### config.mk
export PLATFORM = sky130hd
export DESIGN_NAME = rr_stream_arbiter
export DESIGN_NICKNAME = d
export VERILOG_FILES = /design/src/rtl/rr_stream_arbiter.sv
export SDC_FILE = /design/constraint.sdc
export NUM_CORES = 1
export LEC_CHECK = 0
export CAP_MARGIN = 40
export CELL_PAD_IN_SITES_DETAIL_PLACEMENT = 0
export CELL_PAD_IN_SITES_GLOBAL_PLACEMENT = 2
export CORE_ASPECT_RATIO = 0.5
export CORE_UTILIZATION = 26
export CTS_CLUSTER_SIZE = 12
export DETAILED_ROUTE_END_ITERATION = 6
export GPL_ROUTABILITY_DRIVEN = 0
export HOLD_SLACK_MARGIN = 0.02
export PLACE_DENSITY = 0.82
export SYNTH_ARGS = -nofsm -noshare
export SYNTH_HDL_FRONTEND = slang
export SYNTH_SLANG_ARGS = --single-unit
### constraint.sdc
create_clock -name clk -period 3.6 [get_ports clk]
set_clock_uncertainty 0.05 [all_clocks]
set_input_delay 0.9 -clock clk [delete_from_list [all_inputs] [get_ports clk]]
set_output_delay 0.9 -clock clk [all_outputs]
set_load 0.01 [all_outputs]
### src/rtl/rr_stream_arbiter.sv
// rr_stream_arbiter: packet-aware round-robin arbiter that merges N
// valid/ready upstream streams into one registered downstream stream.
// A requester keeps the grant from its first beat until its last beat
// transfers. The output stage uses a skid-free load condition
// (ready_b | ~valid_b), so a beat can be accepted on every clock.
module rr_stream_arbiter #(
    parameter  int N   = 4,
    parameter  int L   = 8,
    parameter  int CW  = 16,
    localparam int IDW = $clog2(N)
) (
    input  logic             clk,
    input  logic             rst,
    input  logic [N-1:0]     valid_f,
    input  logic [N*L-1:0]   data_f,
    input  logic [N-1:0]     last_f,
    output logic [N-1:0]     ready_f,
    output logic             valid_b,
    output logic [L-1:0]     data_b,
    output logic             last_b,
    output logic [IDW-1:0]   id_b,
    input  logic             ready_b,
    output logic [CW-1:0]    pkt_cnt
);

    typedef enum logic {IDLE, LOCKED} state_t;

    state_t               state, state_nxt;
    logic [IDW-1:0]       ptr;       // highest-priority requester for the next arbitration
    logic [IDW-1:0]       owner;     // requester holding the grant while LOCKED
    logic [IDW-1:0]       gsel;      // requester currently offered the output
    logic [IDW-1:0]       scan_idx;
    logic                 found;
    logic                 out_rdy;
    logic                 xfer;
    logic                 xfer_last;
    logic [N-1:0][L-1:0]  data_arr;

    assign data_arr = data_f;

    // Output register may load when it is empty or being drained this cycle.
    assign out_rdy = ready_b | ~valid_b;

    // Pick the granted requester: the lock owner, or the first valid one from ptr upward.
    always_comb begin
        found    = 1'b0;
        gsel     = '0;
        scan_idx = '0;
        if (state == LOCKED) begin
            // Owner keeps the grant even while it bubbles; no preemption mid-packet.
            found = 1'b1;
            gsel  = owner;
        end else begin
            for (int k = 0; k < N; k++) begin
                scan_idx = IDW'((int'(ptr) + k) % N);
                if (!found && valid_f[scan_idx]) begin
                    found = 1'b1;
                    gsel  = scan_idx;
                end
            end
        end
    end

    // Reset gates every accept so nothing leaks through while rst is held.
    assign xfer      = ~rst & found & valid_f[gsel] & out_rdy;
    assign xfer_last = xfer & last_f[gsel];

    // One-hot accept toward the granted requester only.
    for (genvar i = 0; i < N; i++) begin : g_lane
        assign ready_f[i] = ~rst & found & (gsel == IDW'(i)) & out_rdy;
    end

    // Next-state logic: lock on a non-final beat, release on the final beat.
    always_comb begin
        state_nxt = state;
        case (state)
            IDLE:    if (xfer && !last_f[gsel]) state_nxt = LOCKED;
            LOCKED:  if (xfer_last)             state_nxt = IDLE;
            default: state_nxt = IDLE;
        endcase
    end

    // State register.
    always_ff @(posedge clk) begin
        if (rst) state <= IDLE;
        else     state <= state_nxt;
    end

    // Arbitration bookkeeping: lock owner, rotate priority and count packets on packet end.
    always_ff @(posedge clk) begin
        if (rst) begin
            ptr     <= '0;
            owner   <= '0;
            pkt_cnt <= '0;
        end else begin
            if (state == IDLE && xfer && !last_f[gsel])
                owner <= gsel;
            if (xfer_last) begin
                // Just-served requester becomes lowest priority.
                ptr     <= (gsel == IDW'(N - 1)) ? '0 : gsel + 1'b1;
                pkt_cnt <= pkt_cnt + 1'b1;
            end
        end
    end

    // Registered output stage: load on transfer, drain when empty-able, hold under backpressure.
    always_ff @(posedge clk) begin
        if (rst) begin
            valid_b <= 1'b0;
            data_b  <= '0;
            last_b  <= 1'b0;
            id_b    <= '0;
        end else if (out_rdy) begin
            if (xfer) begin
                valid_b <= 1'b1;
                data_b  <= data_arr[gsel];
                last_b  <= last_f[gsel];
                id_b    <= gsel;
            end else begin
                valid_b <= 1'b0;
            end
        end
    end

endmodule

# ---- Word-level counts from Yosys, hierarchy flattened
# Index checks and enable logic that the tools add are counted.
dict set report totals {
  regBits 33
  input_bits 43
  output_inout_bits 32
  wordCells 81
}
dict set report classes {
  add_sub_neg 5
  n_lt_le_gt_ge 5
  n_eq_ne 3
  muxes 32
  bitwise 16
  n_reduce_logical 12
}
# op n
set ops {}
lappend ops {{$mux 1} 17}
lappend ops {{$add 16x1->16 const B} 1}
lappend ops {{$bmux 8 s2} 1}
lappend ops {{$lt 2x3->1 const B} 5}
lappend ops {{$and 1x1->1} 12}
lappend ops {{$bmux 1 s2} 6}
lappend ops {{$mux 2} 6}
lappend ops {{$mux 8} 1}
lappend ops {{$logic_and 1x1->1} 6}
lappend ops {{$add 2x1->2 const B} 2}
lappend ops {{$add 2x2->2 const B} 2}
lappend ops {{$eq 2x2->1 const B} 2}
lappend ops {{$logic_not 1->1} 4}
lappend ops {{$not 1->1} 3}
lappend ops {{$eq 2x1->1 const B} 1}
lappend ops {{$logic_not 2->1} 1}
lappend ops {{$pmux 1 s2} 1}
lappend ops {{$reduce_and 2->1} 1}
lappend ops {{$or 1x1->1} 1}

# ---- Longest topological paths before layout
# Gate-level depths: netlist (run 1).
dict set report logic_depth {
  ltp_word 23
  ltp_mapped 10
}

# ---- Worst setup path before layout (run 1)
# Ideal clock, no wire load.
dict set report synth_path {
  kind {input-to-output}
  start {input port valid_f[0]}
  end {output port ready_f[0]}
  t_arrival_ps 2456
  path_slack_ps 194
  stages 9
  path_buffers 3
  cell_sequence {buf_6 -> nand2_1 -> a2111o_1 -> and3_1 -> buf_2 -> buf_2 -> inv_1 -> ha_1 -> and2_1}
}
dict set report synth_between {
  elab_chain_len 19
  elab_cells_between_ends 31
}
# item line_no
set synth_rtl {}
lappend synth_rtl {{start, declared} 14} ;# input logic [N-1:0] valid_f,
lappend synth_rtl {{$bmux 1 s2} 56} ;# if (!found && valid_f[scan_idx]) begin
lappend synth_rtl {{$mux 1 (implied by the code)} 56}
lappend synth_rtl {{$mux 1} 56}
lappend synth_rtl {{$mux 1} 49} ;# if (state == LOCKED) begin
lappend synth_rtl {{$logic_not 1->1} 56}
lappend synth_rtl {{$logic_and 1x1->1} 56}
lappend synth_rtl {{$mux 1} 56}
lappend synth_rtl {{$mux 1} 49}
lappend synth_rtl {{(+3 left out)} --}
lappend synth_rtl {{$mux 1} 49}
lappend synth_rtl {{$logic_not 1->1} 56}
lappend synth_rtl {{$logic_and 1x1->1} 56}
lappend synth_rtl {{$mux 2 (*)} 56}
lappend synth_rtl {{$mux 2 (*)} 49}
lappend synth_rtl {{named net gsel[1]} 31} ;# logic [IDW-1:0] gsel;
lappend synth_rtl {{$logic_not 2->1 (*)} 70} ;# assign ready_f[i] = ~rst & found & (gsel == IDW'(i)) & out_rdy;
lappend synth_rtl {{$and 1x1->1 (*) (2 in series)} 70}
lappend synth_rtl {{end, declared} 17} ;# output logic [N-1:0] ready_f,
# Mark *: on every way through the listed nets, which the timed path passes. The rest lies on a longest branch. The select of a mux whose other input is x is not followed.

# ---- Worst setup path in the final report (run 1)
dict set report layout_path {
  start {input port valid_f[1]}
  end {output port ready_f[2]}
}
dict set report layout_between {
  elab_chain_len 19
  elab_cells_between_ends 31
}
# item line_no
set layout_rtl {}
lappend layout_rtl {{$bmux 1 s2} 56}
lappend layout_rtl {{$mux 1 (implied by the code)} 56}
lappend layout_rtl {{$mux 1} 56}
lappend layout_rtl {{$mux 1} 49}
lappend layout_rtl {{$logic_not 1->1} 56}
lappend layout_rtl {{$logic_and 1x1->1} 56}
lappend layout_rtl {{$mux 1} 56}
lappend layout_rtl {{$mux 1} 49}
lappend layout_rtl {{(+2 left out)} --}
lappend layout_rtl {{$mux 1} 56}
lappend layout_rtl {{$mux 1} 49}
lappend layout_rtl {{$logic_not 1->1} 56}
lappend layout_rtl {{$logic_and 1x1->1} 56}
lappend layout_rtl {{$mux 2 / $mux 1 (equally long branches)} 56}
lappend layout_rtl {{$mux 2 / $mux 1 (equally long branches)} 49}
lappend layout_rtl {{$eq 2x2->1 / $and 1x1->1 (equally long branches)} 70}
lappend layout_rtl {{$and 1x1->1 (*) (2 in series)} 70}
# Mark *: on every way between the ends. The rest lies on a longest branch, timed or not. The select of a mux whose other input is x is not followed.

==> results.txt, run 1 <==
The routed length on met1 is 2907 microns. Setup repair after global routing left no endpoint under its margin. The synthesis-to-layout area growth came out at 54.49%. The largest fanout on the critical path came out at 6.

The maximum buffer depth of the clock tree is 2. The internal power is 1.493 mW. The largest net degree at the start of global routing is 30. The power density over the cells is 666.3 nW/um^2. STA puts the critical path data arrival time at 2580 ps. The flow ran to the end, and the final reports show no timing, DRC or antenna violations. The path class of the tightest hold or removal check is register to register. The number of failing hold endpoints at the final stage is 0.

The area of the core is 8173 sq um. The number of enable-type register cells in the synthesized netlist came out at 0. 75 I/O pins were placed.

The proportion of register bits with asynchronous set or reset after synthesis came out at 0%. The share of the clock period used by the worst path is 97.98%. For this run, the total global-route usage over all layers was measured as 14.19%. The met2 wire length came out at 3252 microns. In the routed layout, each cell is associated on average with a via count of 4.834.

The endpoint kind of the worst setup timing path is an output port. The summed instance area of the synthesized netlist is 2241 sq um. The total congestion overflow after global routing is 0. The first global-routing pass estimated 10,110 microns of wire. From left edge to right edge, the die measures 133.3 microns.

For this run, the leading register cell type out of synthesis is sky130_fd_sc_hd__dfxtp_1. The post-route cell area is 3462 sq um. The count of final max-slew check failures is 0. The routed length per instance came out at 13.67 microns. The via count of the first global-routing pass came out at 2,117.

The post-route DRC violation count is 0. The worst path meets setup with 72.59 ps of slack. The largest vdd supply drop is 0.2321 mV. Yosys mapped the design onto 55 distinct sky130hd cell types. Prior to clock tree synthesis, the placed netlist has a worst setup slack of -544.7 ps. The starting density of the core came out at 27.42%.

The initial detailed-routing violation count came out at 82. The initial antenna violation count is 0. The number of CTS-inserted buffers is 5.

The detailed-placement wirelength estimate came out at 4867 microns. The proportion of power drawn by the clock network is 20.1%. The sequential power share is 23.6%. After synthesis the netlist holds a flip-flop and latch count of 33. The highest layer touched by signal routing is met4. The number of endpoints failing setup at the final stage came out at 0.

The count of buffers from port buffering came out at 74. The CTS H-tree depth came out at 2. Across all layers, the routed design uses 2,272 vias.

Counting tap cells, the placed design contains a total of 456 instances. The number of maximum-capacitance violations came out at 0. The detailed route wirelength on metal3 came out at 180 microns. For this run, the number of standard cells in the final layout without fillers is 470. The area of the die is 9016 sq um. The achievable frequency is 0.2835 GHz. The proportion of total power due to net switching is 35.27%. The CTS tree is done. The count of synthesis-stage warnings from yosys came out at 0. For this design the total switching power over the nets is 813.7 uW.

The number of clock sinks seen by CTS is 33. The clock transition time at the flip-flop clock pins of the worst setup and hold paths is 50 ps. The worst max-slew margin expressed relative to the limit is 65.72%. The fraction of final layout cells sized beyond drive strength 1 came out at 20.67%. After clock tree synthesis, the flow added hold-fix buffers numbering 0. The remaining number of nets flagged by the antenna check after routing came out at 0.

The pin slew with the least headroom to its limit is 513.5 ps. The total nets after synthesis is 299. In the final design database the tool counted 406 nets. The post-synthesis average cell area is 8.928 sq um. In this run the clock root is driven by a sky130_fd_sc_hd__clkbuf_16. The vertical die dimension came out at 67.65 microns. The placed instance area is 3251 sq um. The worst path needs 3527 ps of the cycle, external delays included. The fraction of power consumed by combinational cells is 56.3%. The routed wire length is 6425 microns.

The antenna cell count is 0. The first detailed-routing pass took 4 iterations. Clock latency on the worst-skew pair, taken at its later pin, is 270 ps. The sum of negative setup slack came out at 0 ps.

The worst setup path is launched from an input port. The type of the worst setup path is input port to output port. The floorplan has 23 rows. The static power due to leakage is 1.389 nW.

The synthesized instance count is 251. The required time at the endpoint of the critical path came out at 2650 ps. Sequential cells were found to cover 29.48% of the synthesized design area.
## per-layer routing
layer	track usage [%]	vias to the layer above
li1	-	1142
met3	2.778	8
met5	0	-
met1	17.40	1091
met4	4.403	0
met2	25.52	31
## synthesized netlist by cell type, types with 3 or more instances
library cell / number / area share [%]
sky130_fd_sc_hd__nand3_1: 9 / 2.0
sky130_fd_sc_hd__nor3_1: 4 / 0.89
sky130_fd_sc_hd__o31ai_1: 6 / 2.0
sky130_fd_sc_hd__nor2_1: 23 / 3.9
sky130_fd_sc_hd__or3_1: 10 / 2.8
sky130_fd_sc_hd__a21oi_1: 18 / 4.0
sky130_fd_sc_hd__o21ai_0: 8 / 1.8
sky130_fd_sc_hd__and3_1: 3 / 0.84
sky130_fd_sc_hd__ha_1: 5 / 2.8
sky130_fd_sc_hd__o21bai_1: 3 / 1.0
sky130_fd_sc_hd__nand2b_1: 6 / 1.7
sky130_fd_sc_hd__o211ai_1: 5 / 1.7
sky130_fd_sc_hd__dfxtp_1: 33 / 29
sky130_fd_sc_hd__and2_1: 4 / 1.1
sky130_fd_sc_hd__buf_2: 5 / 1.1
sky130_fd_sc_hd__mux2i_1: 37 / 17
sky130_fd_sc_hd__buf_6: 4 / 2.0
sky130_fd_sc_hd__nand2_1: 9 / 1.5
sky130_fd_sc_hd__o21ai_1: 3 / 0.67
sky130_fd_sc_hd__inv_1: 7 / 1.2
sky130_fd_sc_hd__nand4_1: 3 / 0.84
sky130_fd_sc_hd__or4_1: 6 / 2.0
## layout by cell type (no fill, tap or decap), types with 5 or more instances in the layout
master | netlist | routed
sky130_fd_sc_hd__a21oi_1 | 18 | 18
sky130_fd_sc_hd__buf_4 | 2 | 38
sky130_fd_sc_hd__clkbuf_16 | 0 | 5
sky130_fd_sc_hd__clkdlybuf4s50_1 | 0 | 66
sky130_fd_sc_hd__dfxtp_1 | 33 | 33
sky130_fd_sc_hd__ha_1 | 5 | 5
sky130_fd_sc_hd__inv_1 | 7 | 6
sky130_fd_sc_hd__mux2i_1 | 37 | 37
sky130_fd_sc_hd__nand2_1 | 9 | 9
sky130_fd_sc_hd__nand2b_1 | 6 | 6
sky130_fd_sc_hd__nand3_1 | 9 | 9
sky130_fd_sc_hd__nor2_1 | 23 | 23
sky130_fd_sc_hd__o211ai_1 | 5 | 5
sky130_fd_sc_hd__o21ai_0 | 8 | 8
sky130_fd_sc_hd__o31ai_1 | 6 | 6
sky130_fd_sc_hd__or3_1 | 10 | 10
## state kept, by name, summed over array words and instances, names as in the netlist, named ones only
signal / count
valid_b: 1
last_b: 1
data_b: 8
ptr: 2
id_b: 2
owner: 2
pkt_cnt: 16
## power by group through the flow
| stage | Clock [mW] | Combinational, mW | Sequential, mW |
|---|---|---|---|
| 2_1_floorplan | 0 | 0.761 | 0.559 |
| 6_report | 0.463 | 1.30 | 0.544 |
| 4_1_cts | 0.476 | 1.31 | 0.544 |
| 3_3_place_gp | 0 | 1.25 | 0.547 |
| 5_1_grt | 0.491 | 1.42 | 0.558 |
| 3_5_place_dp | 0 | 1.27 | 0.550 |
## path summary, 6_finish.rpt
| check | slack, ps | depth (start not counted) | endpoint | start |
|---|---|---|---|---|
| worst min register to register | 430 | 2 | last_b | last_b |
| worst min-delay path | 430 | 2 | last_b | last_b |
| worst max register to register | 610 | 8 | pkt_cnt[12] | ptr[1] |
| worst max-delay path | 70 | 8 | ready_f[2] | valid_f[1] |
## cell type report
type	count	area, sq um
multi-input combinational	195	1443
timing repair buffer	115	1028
inverter	8	30.03
tap	112	140.1
sequential	33	660.6
clock buffer	5	125.1
clock inverter	2	35.03
fill	802	4711
## kinds of logic (layout without fill, tap and decap cells)
kind of cell | count (synthesis) | count (layout) | share of synthesized area [%]
buf+inv | 23 | 130 | 6.978
mux | 41 | 41 | 19.37
compound gates | 56 | 56 | 17.87
simple gates | 92 | 92 | 23.11
xor+xnor | 1 | 1 | 0.3909
fa+ha+maj | 5 | 5 | 2.792
flops | 33 | 33 | 29.48
## worst max-delay path: stages
cell	delay [ps]
sky130_fd_sc_hd__dlygate4sd2_1	250
sky130_fd_sc_hd__buf_6	130
sky130_fd_sc_hd__mux4_2	460
sky130_fd_sc_hd__o211ai_1	260
sky130_fd_sc_hd__o31ai_4	130
sky130_fd_sc_hd__buf_4	160
sky130_fd_sc_hd__and2_1	150
sky130_fd_sc_hd__buf_2	140
## timing repair
action,4_1_cts,5_1_grt
pin swaps,3,2
setup buffers,6,1
setup endpoints to repair,4,4
resized for setup,26,8
## metrics by stage
stage          hold WS, ps  power [mW]  utilization [%]
4_1_cts              437.0       2.331            42.45
3_3_place_gp         417.2       1.801            39.77
3_5_place_dp         427.1       1.816            39.77
6_report             429.5       2.307            42.36
2_1_floorplan        443.8       1.320                -
5_1_grt              465.2       2.473            42.36
Note: power is estimated with default switching activity, not from simulation.
==> inputs of run 2 (changes only) <==
- SLEW_MARGIN: unset -> 20
==> results of run 2 <==
Same layout as run 1: the final DEF is identical, and so are final timing and power.
==> inputs of run 3 (changes only) <==
- CTS_CLUSTER_DIAMETER: unset -> 150
- REMOVE_ABC_BUFFERS: unset -> 1
- SETUP_SLACK_MARGIN: unset -> 0.15
==> run 3 against run 2 <==
Compared with the run above: design area rose by 1.1%; setup slack improved by 160 ps; clock-buffer cell count increased by 1; critical path type unchanged; critical endpoint is now ready_f[3]; largest cell class unchanged; largest power group unchanged; highest routed layer unchanged.
==> results.txt, run 3 (synthesized netlist as in run 1, its figures left out) <==
The run finished with clean final reports. Across all hold checks on the routed design, the worst slack comes to 430.7 ps. The maximum buffer depth of the clock tree came out at 2. The count of final max-slew check failures came out at 0. The count of placed standard cells in the final layout, fillers left out is 470.

The pin slew with the least headroom to its limit came out at 582.9 ps. The number of failing hold endpoints at the final stage came out at 0. The number of placement rows came out at 23. The antenna cell count came out at 0. In this run the critical register-to-register path is captured at pkt_cnt[12]. Of the cells placed in the final design, the portion with a size suffix greater than 1 is 22.07%. Entering global routing, the biggest net connects 30 pins. The area used by multi-input combinational logic is 1459 sq um. The die width came out at 133.3 microns. Including well taps, the total number of placed cells is 459. The number of clock sinks seen by CTS came out at 33. The achievable frequency came out at 0.2973 GHz. The initial detailed-routing violation count came out at 120.

The worst max-slew margin expressed relative to the limit is 61.08%. The number of endpoints failing setup at the final stage came out at 0. The wire length of the first global-routing pass came out at 10,660 microns.

The clock transition time at the flip-flop clock pins of the worst setup and hold paths came out at 60 ps. The total congestion overflow after global routing came out at 0. The required time at the endpoint of the critical path is 2650 ps.

The area of the core came out at 8173 sq um. Leaving out fill and tap cells, the most frequent cell in the layout is sky130_fd_sc_hd__clkdlybuf4s50_1. For flop-to-flop paths, the worst setup slack is 480 ps. The initial antenna violation count came out at 0. The static power due to leakage is 1.400 nW.

The starting density of the core is 27.42%. The number of fill cells in the layout is 793. On the critical path, the stage with the largest delay is an instance of sky130_fd_sc_hd__or4_4. The largest incremental delay on the critical path came out at 540 ps. Walking the worst path, the cells encountered are clkbuf_2 > and2b_2 > or4_4 > nand3_4 > buf_4 > ha_1 > and2_1 > buf_2.

The placed instance area is 3286 sq um. The arrival time at the worst endpoint came out at 2410 ps. Along the worst hold path, the cell count comes to 2.

The number of buffer and inverter stages on the critical path came out at 3. STA classifies the critical path endpoint as an output port. The number of iterations in the first detailed-routing pass came out at 4. Of all nets on the critical path, the largest fanout is 5. The cell family with the largest share of critical-path delay is simple AND/OR/NAND/NOR gates. Of the available clock period, the critical path in the final layout requires 93.42%. The synthesis-to-layout area growth came out at 56.17%.

The number of maximum-capacitance violations came out at 0. The post-route cell area came out at 3500 sq um. The via count of the first global-routing pass is 2,224. Summing internal, switching and leakage power gives 2.394 mW. The vertical die dimension is 67.65 microns.

In the global route stage, overall resource usage came out at 14.96%. The worst setup path is of the input port to output port kind. The CTS H-tree depth came out at 2.

Clock tree synthesis selected as its root buffer the cell sky130_fd_sc_hd__clkbuf_16. The hold-critical path endpoint is pkt_cnt[15]. The depth of the worst register-to-register path came out at 9. Setup repair after global routing left no endpoint under its margin. The detailed-placement wirelength estimate is 5153 microns. Counting I/O delays and the setup requirement, the final critical path takes 3363 ps. In the layout the commonest cells are sky130_fd_sc_hd__clkdlybuf4s50_1 (66), sky130_fd_sc_hd__mux2i_1 (37), sky130_fd_sc_hd__buf_4 (35), sky130_fd_sc_hd__dfxtp_1 (33), sky130_fd_sc_hd__nor2_1 (23).

The power density over the cells is 684.2 nW/um^2. After the last flow step, the layout net total stands at 405. The mean number of vias per cell came out at 4.738.

The startpoint class of the critical path is an input port. The clock insertion delay at the later pin of the skew report is 280 ps. The number of top-level design ports is 75.

The routed wire length is 6844 microns. After detailed routing, the average wire length per cell comes to 14.56 microns. The number of hold buffers added after cts is 0. The largest registers in the layout are pkt_cnt (16), data_b (8).

The post-route DRC violation count came out at 0. The via total after detailed routing is 2,227. For this run, the share of the core covered by cells in the final layout is 42.82%. The number of CTS-inserted buffers is 5.

Across the whole layout, storage elements account for 660.6 sq um. The tightest min-delay check is of the register to register type. The register with the most flip-flops in the final layout is pkt_cnt.

TritonCTS built the clock tree. The startpoint identified for the worst hold timing path is pkt_cnt[15]. Across the VDD grid, the largest voltage drop is 0.3177 mV. The remaining number of nets flagged by the antenna check after routing came out at 0. The flip-flop count of the largest register, all copies and words added is 16.

The die covers 9016 sq um. The reg-to-reg startpoint is ptr[1]. Input and output buffers added on the ports amount to 74.
-- run 3: cell count changes in the layout (fill, tap and decap cells not counted), sizes merged --
cell           delta
clkbuf            +1
clkinvlp          +1
clkinv            -1
clkdlybuf4s15     -1
dlygate4sd2       -1
buf               +1
-- run 3: timing repair --
| item | in CTS | in global routing |
|---|---|---|
| gates cloned | 0 | 0 |
| setup endpoints to repair | 22 | 14 |
| setup buffers | 2 | 1 |
| pin swaps | 10 | 5 |
| gates resized for setup | 38 | 9 |
-- run 3: tightest hold or removal path, delay by kind of cell, from the launching register on --
kind            cells  cell delay [ps]
flops               1              320
compound gates      2              110
-- run 3: layout make-up --
type | count | share of cell area [%]
multi-input cells | 195 | 41.69
repair buffers | 114 | 29.39
flip-flops and latches | 33 | 18.88
well taps | 112 | 4.004
clock buffers | 6 | 3.969
clock inverters | 2 | 1.073
inverters | 8 | 1.001
-- run 3: worst max-delay path by stage --
stage | end | start | cells past startpoint | slack (ps)
final | ready_f[3] | valid_f[1] | 8 | 240
after global routing | ready_f[2] | valid_f[1] | 8 | 150
after CTS | ready_f[2] | valid_f[2] | 8 | 150
after detailed placement | ready_f[2] | valid_f[1] | 8 | -560
after global placement | ready_f[2] | valid_f[1] | 8 | -510
after floorplan | ready_f[0] | valid_f[0] | 6 | 70
-- run 3: where the power goes --
group,switching [mW],internal (mW)
Combinational,0.614,0.721
Sequential,0.0861,0.462
Clock,0.166,0.345
Total,0.867,1.53
-- run 3: per-stage QoR --
stage,setup TNS (ps),setup WS (ps)
CTS,0,149.8
finish,0,236.8
detailed placement,-6846,-558.3
global route,0,152.4
global placement,-5870,-514.5
floorplan,0,69.73
-- run 3: per-layer routing --
| metal | vias to the layer above | part of all wire, % | track usage, % |
|---|---|---|---|
| li1 | 1135 | - | - |
| met1 | 1060 | 49 | 19.02 |
| met2 | 26 | 48 | 26.11 |
| met3 | 6 | 2.4 | 3.228 |
| met4 | 0 | 0.80 | 3.693 |
| met5 | - | 0 | 0 |
